<file path="config.mk">
export PLATFORM = sky130hd
export DESIGN_NAME = decode_scan
export DESIGN_NICKNAME = d
export VERILOG_FILES = /design/src/rtl/decode_scan.sv
export SDC_FILE = /design/constraint.sdc
export NUM_CORES = 1
export LEC_CHECK = 0
export CORE_ASPECT_RATIO = 1.25
export CORE_MARGIN = 2
export CORE_UTILIZATION = 30
export CTS_BUF_LIST = sky130_fd_sc_hd__clkbuf_4
export DETAILED_ROUTE_END_ITERATION = 16
export DONT_BUFFER_PORTS = 1
export SYNTH_ARGS = -nofsm -noshare
export SYNTH_HDL_FRONTEND = slang
export SYNTH_SLANG_ARGS = --single-unit
export TNS_END_PERCENT = 50
</file>
<file path="constraint.sdc">
create_clock -name i_clk -period 2.08 [get_ports i_clk]
set_clock_uncertainty 0.05 [all_clocks]
set_input_delay 0.416 -clock i_clk [delete_from_list [all_inputs] [get_ports i_clk]]
set_output_delay 0.416 -clock i_clk [all_outputs]
set_load 0.02 [all_outputs]
</file>
<file path="src/rtl/decode_scan.sv">
// Registered AW-to-2**AW one-hot decoder with a scan sequencer that walks the select bit from A to Last.
// Latency 1 clock in direct mode; Enable=0 blanks O and freezes a scan in place (no other backpressure).
module decode_scan #(
    parameter int AW          = 4,
    parameter int HOLD_CYCLES = 1
) (
    input  logic                i_clk,
    input  logic                i_rst_n,
    input  logic [AW-1:0]       i_a,
    input  logic                i_enable,
    input  logic                i_mode,
    input  logic                i_start,
    input  logic [AW-1:0]       i_last,
    output logic [(1<<AW)-1:0]  o_o,
    output logic [AW-1:0]       o_index,
    output logic                o_busy,
    output logic                o_done
);
    localparam int N  = 1 << AW;
    localparam int HW = (HOLD_CYCLES > 1) ? $clog2(HOLD_CYCLES) : 1;
    localparam logic [HW-1:0] HOLD_LAST = HW'(HOLD_CYCLES - 1);

    localparam logic [1:0] S_IDLE = 2'd0;
    localparam logic [1:0] S_SCAN = 2'd1;
    localparam logic [1:0] S_DONE = 2'd2;

    logic [1:0]    r_state;
    logic [N-1:0]  r_o;
    logic [AW-1:0] r_index;
    logic [AW-1:0] r_last;
    logic [HW-1:0] r_hold;
    logic          r_busy;
    logic          r_done;

    logic          w_start_ok;
    logic          w_hold_end;
    logic [AW-1:0] w_index_next;

    function automatic logic [N-1:0] onehot(input logic [AW-1:0] addr);
        logic [N-1:0] v;
        v       = '0;
        v[addr] = 1'b1;
        return v;
    endfunction

    assign w_start_ok   = i_mode & i_start & i_enable;
    assign w_hold_end   = (r_hold == HOLD_LAST);
    assign w_index_next = r_index + 1'b1;

    always_ff @(posedge i_clk or negedge i_rst_n) begin
        if (!i_rst_n) begin
            r_state <= S_IDLE;
            r_o     <= '0;
            r_index <= '0;
            r_last  <= '0;
            r_hold  <= '0;
            r_busy  <= 1'b0;
            r_done  <= 1'b0;
        end else begin
            case (r_state)
                S_IDLE: begin
                    r_done <= 1'b0;
                    if (w_start_ok) begin
                        r_index <= i_a;
                        r_last  <= i_last;
                        r_hold  <= '0;
                        r_o     <= onehot(i_a);
                        r_busy  <= 1'b1;
                        r_state <= S_SCAN;
                    end else if (!i_mode && i_enable) begin
                        r_o <= onehot(i_a);
                    end else begin
                        r_o <= '0;
                    end
                end
                S_SCAN: begin
                    // A paused scan keeps index and hold count, so it resumes mid-hold.
                    if (!i_enable) begin
                        r_o <= '0;
                    end else if (!w_hold_end) begin
                        r_hold <= r_hold + 1'b1;
                        r_o    <= onehot(r_index);
                    end else if (r_index == r_last) begin
                        r_o     <= '0;
                        r_busy  <= 1'b0;
                        r_done  <= 1'b1;
                        r_state <= S_DONE;
                    end else begin
                        r_index <= w_index_next;
                        r_hold  <= '0;
                        r_o     <= onehot(w_index_next);
                    end
                end
                S_DONE: begin
                    r_done  <= 1'b0;
                    r_o     <= '0;
                    r_state <= S_IDLE;
                end
                default: begin
                    r_o     <= '0;
                    r_busy  <= 1'b0;
                    r_done  <= 1'b0;
                    r_state <= S_IDLE;
                end
            endcase
        end
    end

    assign o_o     = r_o;
    assign o_index = r_index;
    assign o_busy  = r_busy;
    assign o_done  = r_done;
endmodule

</file>
# After elaboration in Yosys (flattened, before gate mapping)
# Index checks and enable logic that the tools add are counted.
[totals]
reg_bits = 29
in_bits = 13
output_inout_bits = 22
word_cells = 74
[classes]
add_sub_neg = 2
magnitude_cmp = 6
n_eq_ne = 8
mux = 35
n_bitwise = 3
reduce_logical = 13
[op_table]
columns = ["op", "count"]
rows = [
  ["16-bit 2-to-1 mux", 5],
  ["16-bit one-hot mux with 2 select lines", 1],
  ["4-bit 2-to-1 mux", 4],
  ["4-bit by 5-bit less-than comparator with 1-bit output (second input constant)", 3],
  ["1-bit 2-to-1 mux", 14],
  ["1-bit demux with 4-bit select", 3],
  ["4-bit by 1-bit >= comparator with 1-bit output (second input constant)", 3],
  ["2-bit inequality test (second input constant)", 5],
  ["5-bit AND reduction", 2],
  ["2-bit 2-to-1 mux", 4],
  ["4-bit one-hot mux with 2 select lines", 1],
  ["3-bit AND reduction", 2],
  ["4-bit by 1-bit adder with 4-bit output (second input constant)", 1],
  ["4-bit equality test", 1],
  ["1-bit logical AND", 4],
  ["2-bit one-hot mux with 2 select lines", 1],
  ["4-bit AND reduction", 1],
  ["1-bit one-hot mux with 3 select lines", 1],
  ["1-bit bitwise AND", 2],
  ["2-bit by 1-bit equality test with 1-bit output (second input constant)", 1],
  ["2-bit equality test (second input constant)", 1],
  ["2-bit zero test", 1],
  ["1-bit one-hot mux with 2 select lines", 1],
  ["2-bit AND reduction", 1],
  ["4 further kinds", 4],
]

# Depth between registers and ports, before layout
[logic_depth]
depth_word = 9
mapped_depth = 6
mapped_depth_nobuf = 5

# Worst setup path after synthesis
# Ideal clock, no wire load.
[synth_timing]
kind = "register to register"
start = "register r_index[0] (netlist: o_index[0])"
end = "register r_index[0] (netlist: o_index[0])"
setup_ns = 0.126
arrival_time_ns = 1.442
t_required_ns = 1.904
setup_slack_ns = 0.462
path_stages_with_launch = 5
path_cell_list = "dfrtp_1 > xnor2_1 > a41o_1 > mux2i_1 > a221o_1"
[synth_via]
elab_chain_len = 5
[synth_rtl]
columns = ["element", "line_no", "text"]
rows = [
  ["start: declaration", "29", "logic [AW-1:0] r_index;"],
  ["start signal: assignment", "64", "r_index <= i_a;"],
  ["start signal: assignment", "89", "r_index <= w_index_next;"],
  ["4-bit by 1-bit adder with 4-bit output", "48", "assign w_index_next = r_index + 1'b1;"],
  ["4-bit 2-to-1 mux", "83", "end else if (r_index == r_last) begin"],
  ["4-bit 2-to-1 mux", "80", "end else if (!w_hold_end) begin"],
  ["4-bit 2-to-1 mux", "78", "if (!i_enable) begin"],
  ["4-bit one-hot mux with 2 select lines", "60", "case (r_state)"],
]
# Several ways; a longest one is shown, not always the timed one. The select of a mux whose other input is x is not followed.
# A chain may end at the register's enable or synchronous reset.

# Final worst setup path
[layout_timing]
start = "register r_state[0]"
end = "register r_index[2] (netlist: o_index[2])"
[layout_via]
elab_chain_len = 3
[layout_rtl]
columns = ["element", "line_no", "text"]
rows = [
  ["start: declaration", "27", "logic [1:0] r_state;"],
  ["start signal: assignment", "52", "r_state <= S_IDLE;"],
  ["start signal: assignment", "69", "r_state <= S_SCAN;"],
  ["start signal: assignment", "87", "r_state <= S_DONE;"],
  ["2-bit by 1-bit equality test with 1-bit output or 2-bit zero test (tied branches)", "60", ""],
  ["2-bit inequality test (no line) or 2-bit nonzero test (tied branches)", "-", ""],
  ["5-bit AND reduction (no line)", "-", ""],
]
# Several ways; a longest one is shown, not always the timed one.

==> flow_summary.toml <==
[run_status]
outcome = "finished, final reports clean"

[logic_synthesis]
synth-main-ff-cell = "dfrtp_1"
yosys_warnings = 0
syn_inst = 114
synth-seq-cells = 28
async_flop_share_pct = 100
synth_cell_types = 36
synth.cell_area_mm2 = 0.00135
synth_enable_flop_cells = 0
synth_seq_area_share_pct = 51.9
synth_nets = 132
avgSynthCellArea_um2 = 11.9

[final_layout]
drive_above_1_share_pct = 14.2
diodes = 0
final_common_cell = "dfrtp_1"
area_delta_synth_final_pct = 11.7
mostFrequentLayoutCells = "dfrtp_1 (28), o22ai_1 (16), nand2_1 (11)"
finish.net_count = 139

[clocking]
hold_buffers = 2
postCtsSetupBuffers = 0
cts_resized = 0
clkLatencyLatePin_ns = 0.32
cts_tree = "done"
cts_buffer_depth = 2
cts_buffers = 3
htree_levels = 1
clk_pin_slew_ns = 0.14
cts_root_buf = "clkbuf_4"
clock-sinks = 28

[worst_setup_path]
crit_buf_inv = 0
worst_ep_arrival_time_ns = 1.89
cp-start-kind = "flip-flop"
rr_endpoint = "o_index[2]"
cp-end-kind = "flip-flop"
cp_slowest_cell = "dfrtp_1"
r2r_start = "r_state[0]"
ff2ff_path_depth = 4
max_stage_delay_ns = 0.46
cp-startpoint = "r_state[0]"
r2r_slack_ns = 0.36
required_ns = 2.26
path_delay_family = "simple AND/OR/NAND/NOR gates"
worstPathMaxFanout = 10
path_cells = "nor3b_4 -> and3_1 -> nor2_1 -> o22a_1"
crit_type = "reg -> reg"

[sta]
finalSetupViolCount = 0
finalCritPeriodShare_pct = 82.5
fmax_mhz = 583
setup-tns-final_ns = 0
hold_viol_final = 0
min_period_ns = 1.72
finalMaxSlewViolations = 0
rsz0062_at_grt = "no"
tightest_slew_ns = 0.489
max-slew-margin-rel_pct = 67.4

[global_route]
grt_pass1_wl_um = 4510
grt_pass1_vias = 910
grt_max_degree = 29
track_usage_pct = 11.5
antenna_found_initial = 0
grt-ovfl-total = 0

[placement]
numPortBuffers = 0
routabilityCongestion = 0.869
dpl.hpwl_um = 2110

[drt]
wl_per_cell_um = 15.6
via_count = 942
dr.pass1.iters = 4
drt-vias-per-instance = 5.29
drtIter0Drc = 53
ant_nets = 0
drc = 0
wirelength_um = 2770

[power_and_ir_drop]
p_leak_nw = 0.640
irDropWorstVdd_v = 0.000763
powerDensity_mw_per_mm2 = 1560
total_power_mw = 2.35

[floorplan]
start_util_pct = 31.0
die_area_mm2 = 0.00506
pin_count = 35
rows = 27
die_w_um = 64.0
die_height_um = 79.0
core_area_mm2 = 0.00436

[worst_hold_path]
holdPathEnd = "r_state[0]"
hold_path_depth = 1
worstHoldStart = "i_enable"
hp-class = "in -> reg"

[flow_run]
maxCapViolCount = 0
==> per-layer routing <==
layer / vias to the layer above / routed length [um] / GRT usage, %
li1: 438 / - / -
met1: 460 / 1190 / 13.9
met2: 42 / 1300 / 18.6
met3: 2 / 264 / 4.96
met4: 0 / 16 / 3.26
met5: - / 0 / 0
==> sequential cells by signal, summed over array words and instances, names as in the netlist <==
signal and cells:
o_o 16, o_index 4, r_last 4, r_state 2, o_busy 1, o_done 1
==> kinds of logic (layout without fill, tap and decap cells) <==
kind of cell               count (synthesis)  count (layout)  synth area share [%]
adders and majority gates                  5               5                  4.63
and+or+nand+nor                           32              32                  13.3
muxes                                      5               5                  4.07
buffers and inverters                      5              11                  2.04
AOI/OAI and AO/OA                         31              31                  18.3
DFF                                       28              28                  51.9
xor gates and xnor gates                   8               8                  5.74
==> power by group <==
part	leakage (nW)	internal (mW)	switching (mW)
registers	0.368	0.695	0.210
clock network	0.0279	0.195	0.148
logic	0.244	0.452	0.646
total	0.640	1.34	1.00
==> cell usage after synthesis (2+ instances only) <==
| master | count | area share (%) |
|---|---|---|
| nor2_1 | 4 | 1.1 |
| nand2_1 | 11 | 3.1 |
| o22ai_1 | 16 | 7.4 |
| mux2_2 | 4 | 3.3 |
| o22a_1 | 2 | 1.3 |
| dfrtp_1 | 28 | 52 |
| xnor2_1 | 5 | 3.2 |
| nand4b_1 | 2 | 1.3 |
| xor2_1 | 2 | 1.3 |
| and3_1 | 2 | 0.93 |
| nand2b_1 | 3 | 1.4 |
| ha_1 | 5 | 4.6 |
| o21ai_0 | 2 | 0.74 |
| nor2b_1 | 2 | 0.93 |
| o2bb2ai_1 | 2 | 1.3 |
| inv_1 | 2 | 0.56 |
| buf_4 | 2 | 1.1 |
| a2bb2oi_1 | 2 | 1.3 |
==> per-stage QoR <==
stage	hold WS (ns)	cells	instance area, um2	utilization (%)	setup WS, ns
final	0.135	178	1510	34.6	0.364
after global routing	0.103	178	1510	34.6	0.244
after CTS	0.122	178	1510	34.6	0.361
after detailed placement	0.0711	172	1430	32.7	0.375
after global placement	0.0710	172	1430	32.7	0.408
after floorplan	0.0704	114	1350	-	0.462
==> area by class of cell <==
type | count | area (um2)
clock buffers | 3 | 22.5
clock inverters | 1 | 30.0
fillers | 440 | 2850
inverters | 2 | 7.51
multi-input cells | 81 | 623
flip-flops and latches | 28 | 701
well taps | 58 | 72.6
repair buffers | 5 | 52.6
==> worst max-delay path by stage <==
stage / to / slack [ns] / depth (start not counted)
after CTS: o_index[2] / 0.36 / 4
final: o_index[2] / 0.36 / 4
after global routing: o_index[2] / 0.24 / 4
after global placement: r_last[2] / 0.41 / 3
after floorplan: o_index[0] / 0.46 / 4
after detailed placement: o_index[2] / 0.37 / 4
==> worst reg2reg max path, delay by kind of cell, from the launching register on <==
kind,cells,cell delay [ns]
AND/OR/NAND/NOR,3,0.88
flip-flops,1,0.46
AO/OA/AOI/OAI,1,0.24
(Power assumes the default switching activity.)
